**src/rtl/axis_to_axi4_burst_master.sv**
```systemverilog
// Byte-stream command engine: turns de-framed command packets into single AXI4 INCR
// bursts and returns a framed reply (header, read data, status byte).
module axis_to_axi4_burst_master #(
  parameter int DATA_WIDTH = 32,
  parameter int ADDR_WIDTH = 32,
  parameter int MAX_BEATS  = 16
) (
  input  logic                      aclk,
  input  logic                      areset,
  input  logic                      s_axis_tvalid,
  output logic                      s_axis_tready,
  input  logic [7:0]                s_axis_tdata,
  input  logic                      s_axis_tlast,
  output logic                      m_axis_tvalid,
  input  logic                      m_axis_tready,
  output logic [7:0]                m_axis_tdata,
  output logic                      m_axis_tlast,
  output logic                      m_axi_awvalid,
  input  logic                      m_axi_awready,
  output logic [ADDR_WIDTH-1:0]     m_axi_awaddr,
  output logic [7:0]                m_axi_awlen,
  output logic [2:0]                m_axi_awsize,
  output logic [1:0]                m_axi_awburst,
  output logic                      m_axi_awlock,
  output logic [3:0]                m_axi_awcache,
  output logic [2:0]                m_axi_awprot,
  output logic [3:0]                m_axi_awqos,
  output logic                      m_axi_wvalid,
  input  logic                      m_axi_wready,
  output logic [DATA_WIDTH-1:0]     m_axi_wdata,
  output logic [DATA_WIDTH/8-1:0]   m_axi_wstrb,
  output logic                      m_axi_wlast,
  input  logic                      m_axi_bvalid,
  output logic                      m_axi_bready,
  input  logic [1:0]                m_axi_bresp,
  output logic                      m_axi_arvalid,
  input  logic                      m_axi_arready,
  output logic [ADDR_WIDTH-1:0]     m_axi_araddr,
  output logic [7:0]                m_axi_arlen,
  output logic [2:0]                m_axi_arsize,
  output logic [1:0]                m_axi_arburst,
  output logic                      m_axi_arlock,
  output logic [3:0]                m_axi_arcache,
  output logic [2:0]                m_axi_arprot,
  output logic [3:0]                m_axi_arqos,
  input  logic                      m_axi_rvalid,
  output logic                      m_axi_rready,
  input  logic [DATA_WIDTH-1:0]     m_axi_rdata,
  input  logic [1:0]                m_axi_rresp,
  input  logic                      m_axi_rlast
);

  localparam int BYTES  = DATA_WIDTH / 8;
  localparam int ABYTES = ADDR_WIDTH / 8;
  localparam int BI_W   = $clog2(BYTES);
  localparam int SC_W   = $clog2(BYTES + 1);
  localparam logic [2:0] AXSIZE = 3'($clog2(BYTES));
  localparam logic [7:0] OP_WR = 8'h01;
  localparam logic [7:0] OP_RD = 8'h02;

  typedef enum logic [3:0] {
    S_IDLE, S_HDR, S_WR_DATA, S_WR_B, S_RD_AR, S_RD_DATA, S_DRAIN, S_REPLY_HDR, S_REPLY_STAT
  } state_t;

  state_t state, state_nx;

  logic [7:0]            op_r, len_r;
  logic [ADDR_WIDTH-1:0] addr_r;
  logic [3:0]            hdr_cnt;
  logic                  trunc_r, ovr_r, len_err_r, bad_op_r;
  logic [1:0]            worst_r;
  logic                  aw_pend, w_pend, data_done, w_done, r_done;
  logic [DATA_WIDTH-1:0] wbuf, rbuf;
  logic [BYTES-1:0]      wstrb_r;
  logic [BI_W-1:0]       byte_idx;
  logic [8:0]            beat_cnt, rbeat;
  logic [SC_W-1:0]       ser_cnt;
  logic                  s_rdy, s_hs, m_hs, w_hs, r_hs;
  logic                  op_ok, len_bad, last_in_beat, final_beat, rd_ok, r_err;

  function automatic logic [1:0] resp_max(input logic [1:0] a, input logic [1:0] b);
    return (a > b) ? a : b;
  endfunction

  function automatic logic [7:0] status_byte(input logic bad, input logic lerr, input logic ovr,
                                             input logic trn, input logic [1:0] resp);
    return {bad, lerr, ovr, trn, 2'b00, resp};
  endfunction

  assign op_ok        = (s_axis_tdata == OP_WR) || (s_axis_tdata == OP_RD);
  assign len_bad      = 32'(s_axis_tdata) >= 32'(MAX_BEATS);
  assign last_in_beat = (byte_idx == BI_W'(BYTES - 1));
  assign final_beat   = (beat_cnt == {1'b0, len_r});
  assign rd_ok        = (op_r == OP_RD) && !trunc_r && !len_err_r && !bad_op_r;
  assign r_err        = m_axi_rlast != (rbeat == {1'b0, len_r});

  assign s_axis_tready = s_rdy & ~areset;
  assign s_hs = s_axis_tvalid & s_axis_tready;
  assign m_hs = m_axis_tvalid & m_axis_tready;
  assign w_hs = m_axi_wvalid & m_axi_wready;
  assign r_hs = m_axi_rvalid & m_axi_rready;

  assign m_axi_awvalid = aw_pend;
  assign m_axi_awaddr  = addr_r;
  assign m_axi_awlen   = len_r;
  assign m_axi_awsize  = AXSIZE;
  assign m_axi_awburst = 2'b01;
  assign m_axi_awlock  = 1'b0;
  assign m_axi_awcache = 4'b0011;
  assign m_axi_awprot  = 3'b000;
  assign m_axi_awqos   = 4'b0000;
  assign m_axi_araddr  = addr_r;
  assign m_axi_arlen   = len_r;
  assign m_axi_arsize  = AXSIZE;
  assign m_axi_arburst = 2'b01;
  assign m_axi_arlock  = 1'b0;
  assign m_axi_arcache = 4'b0011;
  assign m_axi_arprot  = 3'b000;
  assign m_axi_arqos   = 4'b0000;
  assign m_axi_wvalid  = w_pend;
  assign m_axi_wdata   = wbuf;
  assign m_axi_wstrb   = wstrb_r;
  assign m_axi_wlast   = w_pend && final_beat;

  always_ff @(posedge aclk) begin
    if (areset) state <= S_IDLE;
    else        state <= state_nx;
  end

  always_comb begin
    state_nx      = state;
    s_rdy         = 1'b0;
    m_axis_tvalid = 1'b0;
    m_axis_tdata  = 8'h00;
    m_axis_tlast  = 1'b0;
    m_axi_bready  = 1'b0;
    m_axi_arvalid = 1'b0;
    m_axi_rready  = 1'b0;
    case (state)
      S_IDLE: begin
        s_rdy = 1'b1;
        if (s_axis_tvalid) begin
          if (s_axis_tlast) state_nx = S_REPLY_HDR;
          else              state_nx = op_ok ? S_HDR : S_DRAIN;
        end
      end
      S_HDR: begin
        s_rdy = 1'b1;
        if (s_axis_tvalid) begin
          if (hdr_cnt == 4'd0) begin
            if (s_axis_tlast) state_nx = S_REPLY_HDR;
            else if (len_bad) state_nx = S_DRAIN;
          end else if (hdr_cnt == 4'(ABYTES)) begin
            if (op_r == OP_WR) state_nx = S_WR_DATA;
            else               state_nx = s_axis_tlast ? S_REPLY_HDR : S_DRAIN;
          end else if (s_axis_tlast) begin
            state_nx = S_REPLY_HDR;
          end
        end
      end
      S_WR_DATA: begin
        // Back-pressure the byte stream while an assembled beat waits for wready.
        s_rdy = !w_pend && !data_done;
        if (w_done && !aw_pend) state_nx = S_WR_B;
      end
      S_WR_B: begin
        m_axi_bready = 1'b1;
        if (m_axi_bvalid) state_nx = ovr_r ? S_DRAIN : S_REPLY_HDR;
      end
      S_RD_AR: begin
        m_axi_arvalid = 1'b1;
        if (m_axi_arready) state_nx = S_RD_DATA;
      end
      S_RD_DATA: begin
        m_axi_rready  = (ser_cnt == '0) && !r_done;
        m_axis_tvalid = (ser_cnt != '0);
        m_axis_tdata  = rbuf[7:0];
        if (r_done && ser_cnt == '0) state_nx = S_REPLY_STAT;
      end
      S_DRAIN: begin
        s_rdy = 1'b1;
        if (s_axis_tvalid && s_axis_tlast) state_nx = S_REPLY_HDR;
      end
      S_REPLY_HDR: begin
        m_axis_tvalid = 1'b1;
        m_axis_tdata  = op_r | 8'h80;
        if (m_axis_tready) state_nx = rd_ok ? S_RD_AR : S_REPLY_STAT;
      end
      S_REPLY_STAT: begin
        m_axis_tvalid = 1'b1;
        m_axis_tlast  = 1'b1;
        m_axis_tdata  = status_byte(bad_op_r, len_err_r, ovr_r, trunc_r, worst_r);
        if (m_axis_tready) state_nx = S_IDLE;
      end
      default: state_nx = S_IDLE;
    endcase
  end

  always_ff @(posedge aclk) begin
    if (areset) begin
      op_r <= '0; len_r <= '0; addr_r <= '0; hdr_cnt <= '0;
      trunc_r <= 1'b0; ovr_r <= 1'b0; len_err_r <= 1'b0; bad_op_r <= 1'b0; worst_r <= '0;
      aw_pend <= 1'b0; w_pend <= 1'b0; data_done <= 1'b0; w_done <= 1'b0; r_done <= 1'b0;
      wbuf <= '0; rbuf <= '0; wstrb_r <= '0; byte_idx <= '0;
      beat_cnt <= '0; rbeat <= '0; ser_cnt <= '0;
    end else begin
      if (state == S_IDLE && s_hs) begin
        op_r      <= s_axis_tdata;
        trunc_r   <= s_axis_tlast && op_ok;
        bad_op_r  <= !op_ok;
        ovr_r     <= 1'b0;
        len_err_r <= 1'b0;
        worst_r   <= '0;
        hdr_cnt   <= '0;
        len_r     <= '0;
        addr_r    <= '0;
        beat_cnt  <= '0;
        byte_idx  <= '0;
        data_done <= 1'b0;
        w_done    <= 1'b0;
        rbeat     <= '0;
        r_done    <= 1'b0;
      end

      if (state == S_HDR && s_hs) begin
        hdr_cnt <= hdr_cnt + 4'd1;
        if (hdr_cnt == 4'd0) begin
          len_r <= s_axis_tdata;
          if (len_bad)      len_err_r <= 1'b1;
          if (s_axis_tlast) trunc_r   <= 1'b1;
        end else begin
          // Little-endian: shifting in from the top leaves byte 0 at the LSB.
          addr_r <= {s_axis_tdata, addr_r[ADDR_WIDTH-1:8]};
          if (hdr_cnt == 4'(ABYTES)) begin
            if (op_r == OP_WR) begin
              aw_pend <= 1'b1;
              if (s_axis_tlast) begin
                trunc_r   <= 1'b1;
                data_done <= 1'b1;
              end
            end else if (!s_axis_tlast) begin
              ovr_r <= 1'b1;
            end
          end else if (s_axis_tlast) begin
            trunc_r <= 1'b1;
          end
        end
      end

      if (state == S_WR_DATA) begin
        if (aw_pend && m_axi_awready) aw_pend <= 1'b0;
        if (s_hs) begin
          wbuf <= {s_axis_tdata, wbuf[DATA_WIDTH-1:8]};
          if (last_in_beat) begin
            byte_idx <= '0;
            w_pend   <= 1'b1;
            wstrb_r  <= '1;
          end else begin
            byte_idx <= byte_idx + BI_W'(1);
          end
          if (last_in_beat && final_beat) begin
            data_done <= 1'b1;
            if (!s_axis_tlast) ovr_r <= 1'b1;
          end else if (s_axis_tlast) begin
            // Early end: a partial beat goes out with no strobes, later beats are padding.
            trunc_r   <= 1'b1;
            data_done <= 1'b1;
            if (!last_in_beat) begin
              w_pend   <= 1'b1;
              wstrb_r  <= '0;
              byte_idx <= '0;
            end
          end
        end else if (trunc_r && !w_pend && !w_done) begin
          w_pend  <= 1'b1;
          wstrb_r <= '0;
          wbuf    <= '0;
        end
        if (w_hs) begin
          w_pend   <= 1'b0;
          beat_cnt <= beat_cnt + 9'd1;
          if (final_beat) w_done <= 1'b1;
        end
      end

      if (state == S_WR_B && m_axi_bvalid) worst_r <= m_axi_bresp;

      if (state == S_RD_DATA) begin
        if (r_hs) begin
          rbuf    <= m_axi_rdata;
          ser_cnt <= SC_W'(BYTES);
          rbeat   <= rbeat + 9'd1;
          worst_r <= resp_max(resp_max(worst_r, m_axi_rresp), r_err ? 2'b10 : 2'b00);
          if (m_axi_rlast) r_done <= 1'b1;
        end else if (m_hs) begin
          rbuf    <= rbuf >> 8;
          ser_cnt <= ser_cnt - SC_W'(1);
        end
      end
    end
  end

endmodule

```
**config.mk**
```make
export PLATFORM = sky130hd
export DESIGN_NAME = axis_to_axi4_burst_master
export DESIGN_NICKNAME = d
export VERILOG_FILES = /design/src/rtl/axis_to_axi4_burst_master.sv
export SDC_FILE = /design/constraint.sdc
export NUM_CORES = 1
export LEC_CHECK = 0
export CORE_MARGIN = 8
export CORE_UTILIZATION = 48
export DETAILED_ROUTE_END_ITERATION = 8
export PLACE_DENSITY = 0.8
export SLEW_MARGIN = 30
export SYNTH_ARGS = -nofsm -noshare
export SYNTH_HDL_FRONTEND = slang
export SYNTH_SLANG_ARGS = --single-unit
```
**constraint.sdc**
```tcl
create_clock -name aclk -period 2.7 [get_ports aclk]
set_input_delay 0.27 -clock aclk [delete_from_list [all_inputs] [get_ports aclk]]
set_output_delay 0.27 -clock aclk [all_outputs]
set_load 0.01 [all_outputs]
```
==> reports/metrics.cfg <==
[run_status]
status = completed

[clock_tree]
cts_made_buffers = 17
cts-root-buf = clkbuf_16
numClockSinks = 158
postCtsHoldBufs = 0
htreeDepth = 4
cts_tree = built
clock_latency_ns = 0.43
clk_path_buf_depth = 2
path_clk_slew_ns = 0.07

[grt]
top_usage_layer = met2
grt_pass1_vias = 6924
grt_use_total = 0.212
antenna_found_initial = 0
use_met2 = 0.355
overflow = 0
use_met1 = 0.250
grt_max_degree = 156
grt_pass1_wl_um = 35100
grtUsageMet3 = 0.0561

[die]
fp.dieW_um = 144
dieArea_mm2 = 0.0208
dieHeight_um = 144
start_util = 0.483
rows = 47
io-pin-count = 222
coreArea_mm2 = 0.0163

[setup_path]
cp-end-kind = output port
worstPathArrival_ns = 2.39
r2r_cells = 6
critPathLaunchType = register
crit_type = register to output port
crit_required_ns = 2.43
reg2reg_to = rbuf[5]
r2r_slack_ns = 0.23
r2r-start = state[2]
cp_max_fo = 4

[logic_synthesis]
async_flop_share = 0
synthMuxAreaShare = 0.0102
syn_inst = 977
synth-simple-area-share = 0.223
yosys_warnings = 0
postSynthAreaPerCell_um2 = 8.06
synth_top_area_frac = 0.402
synth_compound_area_frac = 0.194
ys_seq_area_frac = 0.402
synth.lib_cells_used.distinct = 66
synth_xor_area_frac = 0.0267
synth_ff_type = dfxtp_1
yosysTopAreaCell = dfxtp_1
syn_area_mm2 = 0.00787
ys_ff_latch = 158
synth_top_family_by_area = simple AND/OR/NAND/NOR gates
synth_area_leaders = dfxtp_1, a21oi_1, buf_4, nand2_1, nor2_1
synth_adder_area_share = 0.0191
synth_edf_count = 0

[drt]
drcViolationCount = 0
via_count = 7487
wl_per_cell_um = 16.8
drt_iter0_markers = 656
viasPerCell = 5.55
totalWireLength_um = 22700
first_pass_iters = 6
drt.antenna.violating_nets = 0

[hold_path]
hold_depth = 3
hold_path_class = input pin to register
whs_endpoint = rbuf[25]
hold_start = m_axi_rdata[25]

[timing]
max_freq_ghz = 0.377
hold_ws_ns = 0.386
period_minus_slack_ns = 2.66
clock_skew_ns = 0.00945
tightest_slew_ns = 0.703
finalMaxSlewViolations = 0
setup_violations = 0
hold_viol_final = 0
finalSetupTns_ns = 0
finalCritPeriodShare = 0.983
slew_headroom = 0.530
setup_ws_ns = 0.0449

[pwr]
p_leak_nw = 3.54
peakVddDrop_mv = 0.481
p_per_area_mw_per_mm2 = 609
total_power_w = 0.00619

[placement]
place_ws_ns = 0.139
gp_congestion = 0.895
place_hpwl_um = 16300
io_buffer_count = 187

[layout]
final_common_cell = clkdlybuf4s50_1
nFillCells = 1395
fin_nets = 1182
layout_common_cells = clkdlybuf4s50_1, dfxtp_1, nand2_1, a21oi_1, nor2_1
syn_to_final_growth_pct = 29.0
drive_gt1_frac = 0.0904
n_antenna_cell = 0

[job]
drv_cap = 0

power by group:
group / leakage (nW) / internal, W / total (W) / switching, W
logic: 1.99 / 0.000557 / 0.00136 / 0.000798
clock network: 0.274 / 0.00122 / 0.00231 / 0.00109
registers: 1.27 / 0.00241 / 0.00252 / 0.000115
total: 3.54 / 0.00419 / 0.00619 / 0.00200
cells in the mapped netlist (3+ instances only):
library cell and instances:
and3_1 11, buf_2 8, buf_4 74, clkbuf_1 46, nand4_1 8, ha_1 12
buf_1 4, a31oi_1 7, a211oi_1 5, nor4_1 4, nor2_1 79, xnor2_1 10
buf_6 3, nand3_1 53, and2_1 4, nand2b_1 8, a21oi_1 113, or2_2 3
mux2i_1 8, nand3b_1 3, nand2_1 148, o32ai_1 3, a311oi_1 26, o21ai_0 35
a22oi_1 36, or4_1 8, inv_1 16, nor2b_1 5, clkbuf_8 7, xor2_1 14
nor3_1 13, dfxtp_1 158
layer usage:
layer | wire length (µm) | vias up
met5 | 0 | -
met4 | 760 | 0
met3 | 1910 | 50
met2 | 11200 | 312
met1 | 8870 | 3520
li1 | - | 3605
per-stage QoR:
| step | instances | cell area (µm²) | util |
|---|---|---|---|
| 2_1_floorplan | 1009 | 7990 | - |
| 3_3_place_gp | 1312 | 9540 | 0.586 |
| 3_5_place_dp | 1312 | 9540 | 0.586 |
| 4_1_cts | 1346 | 10100 | 0.622 |
| 5_1_grt | 1348 | 10200 | 0.624 |
| 6_report | 1348 | 10200 | 0.624 |
critical path: stages (launching register included):
cell	delay [ns]
dfxtp_1	0.32
buf_4	0.15
xor2_1	0.16
nor4_2	0.26
buf_4	0.17
and3_4	0.21
and2_1	0.12
clkdlybuf4s50_1	0.56
worst max-delay path by stage:
stage | end | cells after the start | start | slack (ns)
floorplan | worst_r[1] | 9 | m_axi_arlen[5] | 0.58
global placement | state[2] | 6 | s_axis_tdata[7] | 0.19
detailed placement | state[2] | 6 | s_axis_tdata[7] | 0.14
CTS | m_axi_wlast | 5 | m_axi_arlen[1] | 0.004
global route | m_axi_wlast | 7 | m_axi_arlen[3] | -0.02
finish | m_axi_wlast | 7 | m_axi_arlen[3] | 0.04
sequential cells by signal, indices dropped and copies added, names as in the netlist, 2 cells and up:
signal and cells:
m_axi_araddr 32, ser_cnt 3, op_r 8, beat_cnt 9
state 4, rbuf 32, rbeat 9, hdr_cnt 4
m_axi_wstrb 4, m_axi_wdata 32, worst_r 2, byte_idx 2
m_axi_arlen 8
layout make-up:
class                   count  area (µm²)  share of cell area
multi-input cells         693        3890               0.383
flip-flops and latches    158        3160               0.312
repair buffers            229        2200               0.216
clock buffers              17         425              0.0419
well taps                 220         275              0.0271
clock inverters            15         144              0.0142
inverters                  16        60.1             0.00591
cells by family after synthesis:
kind of cell             after synthesis
AND/OR/NAND/NOR                      368
AO/OA/AOI/OAI                        247
flip-flops                           158
buffers and inverters                158
XOR/XNOR                              24
adder cells (fa/ha/maj)               12
multiplexers                           8
other                                  2
timing repair:
action	in CTS	in global routing
buffers inserted	2	2
pin swaps	1	1
setup endpoints to repair	6	2
gates resized for setup	2	3
Note: power is estimated with default switching activity, not from simulation.
